$ cat src/rtl/dii_package.sv
// Debug interconnect flit type shared by every module that talks to the ring.
package dii_package;

   typedef struct packed {
      logic [15:0] data;
      logic        last;
      logic        valid;
   } dii_flit;

endpackage

$ cat src/rtl/mam_host_packetizer_pkg.sv
// MAM packet format constants and packetizer FSM state type.
package mam_host_packetizer_pkg;

   // MAM header flit layout
   localparam int unsigned MAM_HDR_RW        = 15;
   localparam int unsigned MAM_HDR_BURST     = 14;
   localparam int unsigned MAM_HDR_BEATS_MSB = 13;

   // Type prefixes placed above the 10-bit module IDs
   localparam logic [5:0] MAM_DEST_TYPE = 6'h00;
   localparam logic [5:0] MAM_SRC_TYPE  = 6'h10;

   typedef enum logic [2:0] {
      StIdle,
      StDest,
      StSrc,
      StHdr,
      StAddr,
      StData
   } pkt_state_e;

   function automatic logic [15:0] mam_hdr(input logic rw, input logic burst,
                                           input logic [13:0] beats);
      logic [15:0] hdr;
      hdr                          = '0;
      hdr[MAM_HDR_RW]              = rw;
      hdr[MAM_HDR_BURST]           = burst;
      hdr[MAM_HDR_BEATS_MSB:0]     = beats;
      return hdr;
   endfunction

endpackage

$ cat src/rtl/mam_host_packetizer_if.sv
// Host command / write-data / ring-output bundle of the MAM host packetizer.
interface mam_host_packetizer_if #(
   parameter int unsigned DATA_WIDTH = 16,
   parameter int unsigned ADDR_WIDTH = 32
);
   import dii_package::*;

   logic                  cmd_valid;
   logic                  cmd_ready;
   logic                  cmd_rw;
   logic [ADDR_WIDTH-1:0] cmd_addr;
   logic                  cmd_burst;
   logic [13:0]           cmd_beats;

   logic                  wdata_valid;
   logic [DATA_WIDTH-1:0] wdata;
   logic                  wdata_ready;

   dii_flit               debug_out;
   logic                  debug_out_ready;

   // Host and ring side
   modport master (
      output cmd_valid, cmd_rw, cmd_addr, cmd_burst, cmd_beats,
      output wdata_valid, wdata, debug_out_ready,
      input  cmd_ready, wdata_ready, debug_out
   );

   // Packetizer side
   modport slave (
      input  cmd_valid, cmd_rw, cmd_addr, cmd_burst, cmd_beats,
      input  wdata_valid, wdata, debug_out_ready,
      output cmd_ready, wdata_ready, debug_out
   );

endinterface

$ cat src/rtl/mam_host_packetizer.sv
// Turns MAM read/write commands into DEST/SRC/HDR/ADDR/DATA flits on the debug ring,
// splitting long write bursts into continuation packets of at most MAX_PKT_LEN flits.
module mam_host_packetizer
   import dii_package::*;
   import mam_host_packetizer_pkg::*;
#(
   parameter int unsigned DATA_WIDTH  = 16,
   parameter int unsigned ADDR_WIDTH  = 32,
   parameter int unsigned MAX_PKT_LEN = 8
) (
   input  logic                 clk,
   input  logic                 rst,
   input  logic [9:0]           id,
   input  logic [9:0]           mam_id,
   mam_host_packetizer_if.slave bus
);

   localparam int unsigned WordFlits = DATA_WIDTH / 16;
   localparam int unsigned AddrFlits = ADDR_WIDTH / 16;
   localparam int unsigned CntW      = $clog2(MAX_PKT_LEN + 1);
   localparam int unsigned SubW      = (WordFlits > 1) ? $clog2(WordFlits) : 1;
   localparam int unsigned AidxW     = (AddrFlits > 1) ? $clog2(AddrFlits) : 1;
   localparam logic [SubW-1:0]  SubLast  = SubW'(WordFlits - 1);
   localparam logic [AidxW-1:0] AidxLast = AidxW'(AddrFlits - 1);

   pkt_state_e            state_q, state_d;
   dii_flit               flit_q, flit_d;
   logic                  rw_q, rw_d;
   logic [15:0]           hdr_q, hdr_d;
   logic [ADDR_WIDTH-1:0] addr_q, addr_d;
   logic [13:0]           rem_q, rem_d;
   logic [CntW-1:0]       pkt_cnt_q, pkt_cnt_d;
   logic [AidxW-1:0]      aidx_q, aidx_d;
   logic [SubW-1:0]       sidx_q, sidx_d;
   logic                  cont_q, cont_d;

   logic        load;
   logic        burst_eff;
   logic        pkt_full;
   logic [15:0] addr_chunk;
   logic [15:0] data_chunk;

   // Output register may take a new flit when empty or being drained this cycle
   assign load      = !flit_q.valid || bus.debug_out_ready;
   // A burst of zero beats degenerates to a single access
   assign burst_eff = bus.cmd_burst && (bus.cmd_beats != '0);
   // After this flit, another whole word would no longer fit into the packet
   assign pkt_full  = (32'(pkt_cnt_q) + 32'd1 + 32'(WordFlits)) > 32'(MAX_PKT_LEN);

   assign bus.cmd_ready = (state_q == StIdle);
   assign bus.debug_out = flit_q;

   // Select the 16-bit address and data slices, most significant first
   always_comb begin
      addr_chunk = '0;
      data_chunk = '0;
      for (int i = 0; i < int'(AddrFlits); i++) begin
         if (aidx_q == AidxW'(i)) addr_chunk = addr_q[ADDR_WIDTH-1-16*i -: 16];
      end
      for (int i = 0; i < int'(WordFlits); i++) begin
         if (sidx_q == SubW'(i)) data_chunk = bus.wdata[DATA_WIDTH-1-16*i -: 16];
      end
   end

   // Next-state, flit generation and write-data consumption
   always_comb begin
      state_d         = state_q;
      flit_d          = flit_q;
      rw_d            = rw_q;
      hdr_d           = hdr_q;
      addr_d          = addr_q;
      rem_d           = rem_q;
      pkt_cnt_d       = pkt_cnt_q;
      aidx_d          = aidx_q;
      sidx_d          = sidx_q;
      cont_d          = cont_q;
      bus.wdata_ready = 1'b0;

      if (load) flit_d = '0;

      unique case (state_q)
         StIdle: begin
            if (bus.cmd_valid) begin
               rw_d      = bus.cmd_rw;
               hdr_d     = mam_hdr(bus.cmd_rw, burst_eff, bus.cmd_beats);
               addr_d    = bus.cmd_addr;
               rem_d     = burst_eff ? bus.cmd_beats : 14'd1;
               pkt_cnt_d = '0;
               aidx_d    = '0;
               sidx_d    = '0;
               cont_d    = 1'b0;
               state_d   = StDest;
            end
         end
         StDest: begin
            if (load) begin
               flit_d.data  = {MAM_DEST_TYPE, mam_id};
               flit_d.valid = 1'b1;
               pkt_cnt_d    = pkt_cnt_q + CntW'(1);
               state_d      = StSrc;
            end
         end
         StSrc: begin
            if (load) begin
               flit_d.data  = {MAM_SRC_TYPE, id};
               flit_d.valid = 1'b1;
               pkt_cnt_d    = pkt_cnt_q + CntW'(1);
               state_d      = cont_q ? StData : StHdr;
            end
         end
         StHdr: begin
            if (load) begin
               flit_d.data  = hdr_q;
               flit_d.valid = 1'b1;
               pkt_cnt_d    = pkt_cnt_q + CntW'(1);
               state_d      = StAddr;
            end
         end
         StAddr: begin
            if (load) begin
               flit_d.data  = addr_chunk;
               flit_d.valid = 1'b1;
               pkt_cnt_d    = pkt_cnt_q + CntW'(1);
               if (aidx_q == AidxLast) begin
                  aidx_d = '0;
                  if (rw_q) begin
                     state_d = StData;
                  end else begin
                     flit_d.last = 1'b1;
                     pkt_cnt_d   = '0;
                     state_d     = StIdle;
                  end
               end else begin
                  aidx_d = aidx_q + AidxW'(1);
               end
            end
         end
         StData: begin
            // Without write data the packet stays open and the output goes idle
            if (load && bus.wdata_valid) begin
               flit_d.data  = data_chunk;
               flit_d.valid = 1'b1;
               pkt_cnt_d    = pkt_cnt_q + CntW'(1);
               if (sidx_q == SubLast) begin
                  bus.wdata_ready = 1'b1;
                  sidx_d          = '0;
                  rem_d           = rem_q - 14'd1;
                  if (rem_q == 14'd1) begin
                     flit_d.last = 1'b1;
                     pkt_cnt_d   = '0;
                     state_d     = StIdle;
                  end else if (pkt_full) begin
                     flit_d.last = 1'b1;
                     pkt_cnt_d   = '0;
                     cont_d      = 1'b1;
                     state_d     = StDest;
                  end
               end else begin
                  sidx_d = sidx_q + SubW'(1);
               end
            end
         end
         default: state_d = StIdle;
      endcase
   end

   // State and output registers with synchronous reset
   always_ff @(posedge clk) begin
      if (rst) begin
         state_q   <= StIdle;
         flit_q    <= '0;
         rw_q      <= 1'b0;
         hdr_q     <= '0;
         addr_q    <= '0;
         rem_q     <= '0;
         pkt_cnt_q <= '0;
         aidx_q    <= '0;
         sidx_q    <= '0;
         cont_q    <= 1'b0;
      end else begin
         state_q   <= state_d;
         flit_q    <= flit_d;
         rw_q      <= rw_d;
         hdr_q     <= hdr_d;
         addr_q    <= addr_d;
         rem_q     <= rem_d;
         pkt_cnt_q <= pkt_cnt_d;
         aidx_q    <= aidx_d;
         sidx_q    <= sidx_d;
         cont_q    <= cont_d;
      end
   end

endmodule

$ cat src/flat_wrapper.sv
// flat-port wrapper written by rule: the top's interface ports become plain ports
module mam_host_packetizer_flat import dii_package::*; import mam_host_packetizer_pkg::*;
#(
   parameter int unsigned DATA_WIDTH  = 16,
   parameter int unsigned ADDR_WIDTH  = 32,
   parameter int unsigned MAX_PKT_LEN = 8
)
  (clk, rst, id, mam_id, bus_cmd_valid, bus_cmd_rw, bus_cmd_addr, bus_cmd_burst, bus_cmd_beats, bus_wdata_valid, bus_wdata, bus_debug_out_ready, bus_cmd_ready, bus_wdata_ready, bus_debug_out);
  mam_host_packetizer_if #(.DATA_WIDTH(DATA_WIDTH), .ADDR_WIDTH(ADDR_WIDTH)) bus_i ();
  input  logic clk;
  input  logic rst;
  input  logic [9:0] id;
  input  logic [9:0] mam_id;
  input wire logic [$bits(bus_i.cmd_valid)-1:0] bus_cmd_valid;
  input wire logic [$bits(bus_i.cmd_rw)-1:0] bus_cmd_rw;
  input wire logic [$bits(bus_i.cmd_addr)-1:0] bus_cmd_addr;
  input wire logic [$bits(bus_i.cmd_burst)-1:0] bus_cmd_burst;
  input wire logic [$bits(bus_i.cmd_beats)-1:0] bus_cmd_beats;
  input wire logic [$bits(bus_i.wdata_valid)-1:0] bus_wdata_valid;
  input wire logic [$bits(bus_i.wdata)-1:0] bus_wdata;
  input wire logic [$bits(bus_i.debug_out_ready)-1:0] bus_debug_out_ready;
  output wire logic [$bits(bus_i.cmd_ready)-1:0] bus_cmd_ready;
  output wire logic [$bits(bus_i.wdata_ready)-1:0] bus_wdata_ready;
  output wire logic [$bits(bus_i.debug_out)-1:0] bus_debug_out;
  assign bus_i.cmd_valid = bus_cmd_valid;
  assign bus_i.cmd_rw = bus_cmd_rw;
  assign bus_i.cmd_addr = bus_cmd_addr;
  assign bus_i.cmd_burst = bus_cmd_burst;
  assign bus_i.cmd_beats = bus_cmd_beats;
  assign bus_i.wdata_valid = bus_wdata_valid;
  assign bus_i.wdata = bus_wdata;
  assign bus_i.debug_out_ready = bus_debug_out_ready;
  assign bus_cmd_ready = bus_i.cmd_ready;
  assign bus_wdata_ready = bus_i.wdata_ready;
  assign bus_debug_out = bus_i.debug_out;
  mam_host_packetizer #(.DATA_WIDTH(DATA_WIDTH), .ADDR_WIDTH(ADDR_WIDTH), .MAX_PKT_LEN(MAX_PKT_LEN)) u_core (.clk(clk), .rst(rst), .id(id), .mam_id(mam_id), .bus(bus_i));
endmodule
$ cat config.mk
export PLATFORM = sky130hd
export DESIGN_NAME = mam_host_packetizer_flat
export DESIGN_NICKNAME = d
export VERILOG_FILES = /design/src/rtl/dii_package.sv /design/src/rtl/mam_host_packetizer_pkg.sv /design/src/rtl/mam_host_packetizer_if.sv /design/src/rtl/mam_host_packetizer.sv /design/src/flat_wrapper.sv
export SDC_FILE = /design/constraint.sdc
export NUM_CORES = 1
export LEC_CHECK = 0
export ABC_AREA = 1
export BUFFER_PORTS_ARGS = -buffer_cell sky130_fd_sc_hd__buf_2
export CAP_MARGIN = 20
export CORE_ASPECT_RATIO = 1.25
export CORE_MARGIN = 4
export CORE_UTILIZATION = 37
export CTS_CLUSTER_DIAMETER = 40
export DETAILED_ROUTE_END_ITERATION = 10
export GPL_TIMING_DRIVEN = 0
export PLACE_DENSITY_LB_ADDON = 0.05
export SLEW_MARGIN = 40
export SYNTH_ARGS = -nofsm -noshare
export SYNTH_HDL_FRONTEND = slang
export SYNTH_SLANG_ARGS = --single-unit
$ cat constraint.sdc
create_clock -name clk -period 2.2 [get_ports clk]
set_clock_uncertainty 0.15 [all_clocks]
set_input_delay 0.22 -clock clk [delete_from_list [all_inputs] [get_ports clk]]
set_output_delay 0.22 -clock clk [all_outputs]
set_load 0.05 [all_outputs]
# Yosys cells after proc, flatten, opt, wreduce, memory -nomap -nowiden
# Cells that the tools add are included.
# word_totals
regBits,91
inputBits,89
elab_cells,114
# op_classes
add_sub_neg,6
order_cmp,1
eq_ne,18
muxes,60
n_reduce_logical,17
# ops
op,n
2-to-1 mux 16 bit,5
case mux 16 bit (5 select lines),1
2-to-1 mux 14 bit,4
2-to-1 mux 18 bit,3
2-to-1 mux 3 bit,12
2-to-1 mux 4 bit,9
adder 32 x 1 -> 32 bit (second input constant),1
greater-than comparator 32 x 4 -> 1 bit (second input constant),1
case mux 14 bit (2 select lines),1
2-to-1 mux 1 bit,18
case mux 3 bit (6 select lines),1
!= test 2 x 1 -> 1 bit (second input constant),8
case mux 4 bit (4 select lines),1
equality test 14 x 1 -> 1 bit (second input constant),1
nonzero test 14 bit,1
subtractor 14 x 1 -> 14 bit (second input constant),1
AND reduction 9 bit,1
case mux 1 bit (2 select lines),4
equality test 3 x 2 -> 1 bit (second input constant),2
equality test 3 bit (second input constant),2
!= test 2 bit (second input constant),3
AND reduction 3 bit,2
AND reduction 6 bit,1
adder 4 x 1 -> 5 bit (second input constant),1
other kinds (15),18

# Logic depth before layout (Yosys ltp)
# depth
ltp_word,8
mapped_depth,13
mapped_depth_nobuf,12

# Worst setup path after synthesis
# No wires, ideal clock.
# synth_path
path_type,register to register
startpoint,"register u_core.flit_q, in the netlist u_core.bus.debug_out[0]"
endpoint,register u_core.rem_q[13]
setup_time_ps,109
t_arrival_ps,1723
required_time_ps,1941
slack_ps,218
stages_incl_launch_ff,13
path_buffers,1
path_cell_list,dfxtp_1 -> inv_1 -> nor2_4 -> inv_1 -> nand2_1 -> nor2_4 -> nor2_8 -> inv_2 -> buf_6 -> o21ai_1 -> inv_1 -> nand2_1 -> inv_1
# synth_via
elab_chain_len,5
# synth_rtl
item,line_no,source
from (decl),mam_host_packetizer.sv:27,"dii_flit flit_q, flit_d;"
from (signal assigned),mam_host_packetizer.sv:182,flit_q <= flit_d;
logical NOT 1 bit,mam_host_packetizer.sv:44,assign load = !flit_q.valid || bus.debug_out_ready;
logical OR 1 bit,mam_host_packetizer.sv:44,
logical AND 1 bit,mam_host_packetizer.sv:140,if (load && bus.wdata_valid) begin
!= test 2 x 1 -> 1 bit (no source line),--,
AND reduction 4 bit (no source line),--,
to (signal assigned),mam_host_packetizer.sv:186,rem_q <= rem_d;
to (decl),mam_host_packetizer.sv:31,"logic [13:0] rem_q, rem_d;"
# No other way between the ends.
# A chain may end at the register's enable or synchronous reset.

# Worst setup path after layout
# layout_path
startpoint,register u_core.state_q[2]
endpoint,output port bus_wdata_ready
# layout_via
elab_chain_len,2
# layout_rtl
item,line_no,source
from (decl),mam_host_packetizer.sv:26,"pkt_state_e state_q, state_d;"
from (signal assigned),mam_host_packetizer.sv:170,state_q <= StIdle;
from (signal assigned),mam_host_packetizer.sv:181,state_q <= state_d;
equality test 3 bit,mam_host_packetizer.sv:81,unique case (state_q)
2-to-1 mux 1 bit,mam_host_packetizer.sv:81,
to (decl),flat_wrapper.sv:23,output wire logic [$bits(bus_i.wdata_ready)-1:0] bus_wdata_ready;
# No other way between the ends.

==> results.md <==
- DRT Pass-1 Iters: 5
- Fmax: 489 MHz
- Multi-input logic area: 2310 um2
- Fin. max-slew vios: 0
- Internal power: 4040 uW
- HPWL after detailed placement: 12.2 mm
- Final setup fails: 0
- Synth area leader: dfxtp_1
- Vias in the first global route: 4919
- Ant. Diodes: 0
- Hold Crit Class: input pin to flop
- CTS Buffer Depth: 2
- Largest net degree at the start of global routing: 15
- CP Cell Sequence: buf_6, nand3_2, nor2_4, clkbuf_4, buf_4
- CP peak stage delay: 380 ps
- Clock power share: 22.7%
- Worst Setup End Kind: primary output
- ANT nets after route: 0
- Yosys warns: 0
- Final net count: 941
- H-tree depth: 3
- Gpl congestion: 0.881
- CTS tree: yes
- #FFs+latches synth: 89
- RSZ-0062 raised after global routing: no
- Yosys top cell area share: 38.4%
- Sequential share of power: 30.6%
- Synthesized area: 4640 um2
- Post-synth EDFFs: 0
- DIE WIDTH: 108 um
- Ports: 109
- Clk root buf: clkbuf_16
- Post-DR wirelength/cell: 15.6 um
- Hold Slack: 10.5 ps
- Peak fanout along the critical path: 10
- Worst path top cell family by delay: buffers and inverters
- Drt total wl: 15.9 mm
- Mapped Cells: 694
- DRC errors left: 0
- Clock Sinks: 89
- Port Buffer Count: 107
- Grt total ovfl: 0
- Row cnt: 45
- Required @ worst endpoint: 1830 ps
- Worst slew margin: 57.3%
- Status: finished, final reports clean
- Final Hold Fails: 0
- Worst Path Buf+Inv: 3
- Ys flop type: dfxtp_1
- Fin crit share: 93.0%
- DR vias/cell: 5.00
- Clock latency on the worst-skew pair: 340 ps
- 1st-iter DRT viols: 305
- Ys async rst share: 0%
- Switch Pwr: 3220 uW
- Crit-path slowest cell: dfxtp_1
- Switching share of total power: 44.3%
- Unique masters post-synth: 31
- Logic pwr share: 46.7%
- First-pass GRT wire length: 24.8 mm
- Post-Syn Nets: 788
- Post-synth top cells: nand2_1, inv_1, dfxtp_1
- FF/Latch Area: 1780 um2
- Min cycle time layout: 2050 ps
- WS Path Type: flop to primary output
- Worst-Margin Slew: 640 ps
- P&R area growth vs syn: 30.4%
- Top cells by area, synth: dfxtp_1, nand2_1, o21ai_0
- GRT Overall Usage: 22.0%
- Max cap viols: 0
- Initial antenna violation count: 0
- Die Area: 14400 um2
- Syn avg cell area: 6.69 um2
- Clock transition at the registers of the reported paths: 60 ps
- Crit start category: flop
- Crit path DAT: 1680 ps
- Core Area: 12200 um2
- Setup TNS after final layout: 0 ps
- P_leak: 0.00270 uW
- Layout cells sized above 1: 19.8%
- Layout fillers: 1302
- Sequential element share of the synthesized area: 38.4%
- PwrDens: 1200 nW/um2
- Total vias in the final route: 5083
- Worst-case vdd ir drop: 0.000532 V
- Die Ht: 133 um
- Count leader, synth: nand2_1
- Initial Util: 38.0%
- TritonCTS Buffers: 9
-- what timing repair did --
item,in CTS,in global routing
resized for setup,2,3
pin swaps,0,1
endpoints found under the setup margin,1,7
endpoints found under the hold margin,34,0
buffers inserted,0,1
hold buffers,34,0
-- metrics by stage --
| stage | utilization (%) | instance area, um2 | setup WS [ps] | power [uW] | cells |
|---|---|---|---|---|---|
| 2_1_floorplan | - | 4640 | 218 | 4640 | 694 |
| 3_3_place_gp | 44.1 | 5390 | 163 | 5550 | 965 |
| 3_5_place_dp | 44.1 | 5390 | 134 | 5580 | 965 |
| 4_1_cts | 49.4 | 6040 | 0.378 | 7280 | 1015 |
| 5_1_grt | 49.6 | 6060 | 42.4 | 7760 | 1016 |
| 6_report | 49.6 | 6060 | 154 | 7260 | 1016 |
-- registers in the layout, indices dropped and copies added, names as in the netlist --
signal	count
u_core.pkt_cnt_q	4
u_core.rem_q	14
u_core.rw_q	1
u_core.addr_q	32
u_core.hdr_q	15
u_core.state_q	3
u_core.cont_q	1
u_core.bus.debug_out	18
u_core.aidx_q	1
-- worst paths after layout --
path	slack, ps	to	cells past startpoint	start
worst max-delay path	150	bus_wdata_ready	5	u_core.state_q[2]$_SDFFE_PP0P_
worst min-delay path	10	u_core.bus.debug_out[10]$_SDFF_PP0_	3	bus_wdata[8]
worst max register to register	180	u_core.state_q[2]$_SDFFE_PP0P_	12	u_core.pkt_cnt_q[0]$_SDFFE_PP0P_
worst min register to register	310	u_core.addr_q[25]$_SDFFE_PP0P_	2	u_core.addr_q[25]$_SDFFE_PP0P_
-- layout make-up --
| type | count | area share (%) |
|---|---|---|
| Multi-Input combinational cell | 471 | 38.1 |
| Sequential cell | 89 | 29.4 |
| Timing Repair Buffer | 142 | 14.6 |
| Inverter | 100 | 6.28 |
| Clock buffer | 11 | 3.84 |
| Tap cell | 164 | 3.39 |
| Buffer | 34 | 2.98 |
| Clock inverter | 5 | 1.32 |
-- power by group through the flow --
stage                     clock, uW  combinational, uW  sequential, uW
final                          1650               3390            2220
after floorplan                   0               2180            2460
after global routing           1720               3780            2250
after CTS                      1670               3400            2210
after detailed placement          0               3330            2240
after global placement            0               3300            2240
-- routing by layer --
| metal | share of wire (%) | GRT usage [%] |
|---|---|---|
| met4 | 2.7 | 9.19 |
| met3 | 3.8 | 2.38 |
| met2 | 50 | 38.5 |
| met5 | 0 | 0 |
| met1 | 44 | 27.2 |
-- worst min-delay path, cell delays in order --
cell and delay (ps):
buf_2 90, nand2_1 60, a31oi_1 70
-- placed cells by master (no fill, tap or decap), types with 2 or more instances in the layout --
master / count
buf_6: 3
clkinvlp_4: 2
nand2_2: 3
nor2_4: 5
nor2_2: 5
dlygate4sd3_1: 34
nand2_1: 163
clkinv_1: 2
o21ai_0: 80
inv_1: 89
nand3_1: 55
nand4_1: 9
clkbuf_1: 17
a21oi_1: 49
inv_4: 2
nor2_1: 36
bufinv_16: 2
ha_1: 5
o21ai_1: 11
o22ai_1: 20
buf_4: 5
clkbuf_16: 9
nand3b_1: 3
buf_2: 117
dfxtp_1: 88
a31oi_1: 17
nor2_8: 2
inv_2: 7
xor2_1: 2
-- kinds of logic (layout without fill, tap and decap cells) --
kind of cell             after synthesis  after routing  share of synthesized area, %
AND/OR/NAND/NOR                      285            285                          27.6
XOR/XNOR                               2              2                         0.377
buffers and inverters                134            292                          12.0
adder cells (fa/ha/maj)                5              5                          1.35
flip-flops                            89             89                          38.4
AO/OA/AOI/OAI                        179            179                          20.3
(Power assumes the default switching activity.)
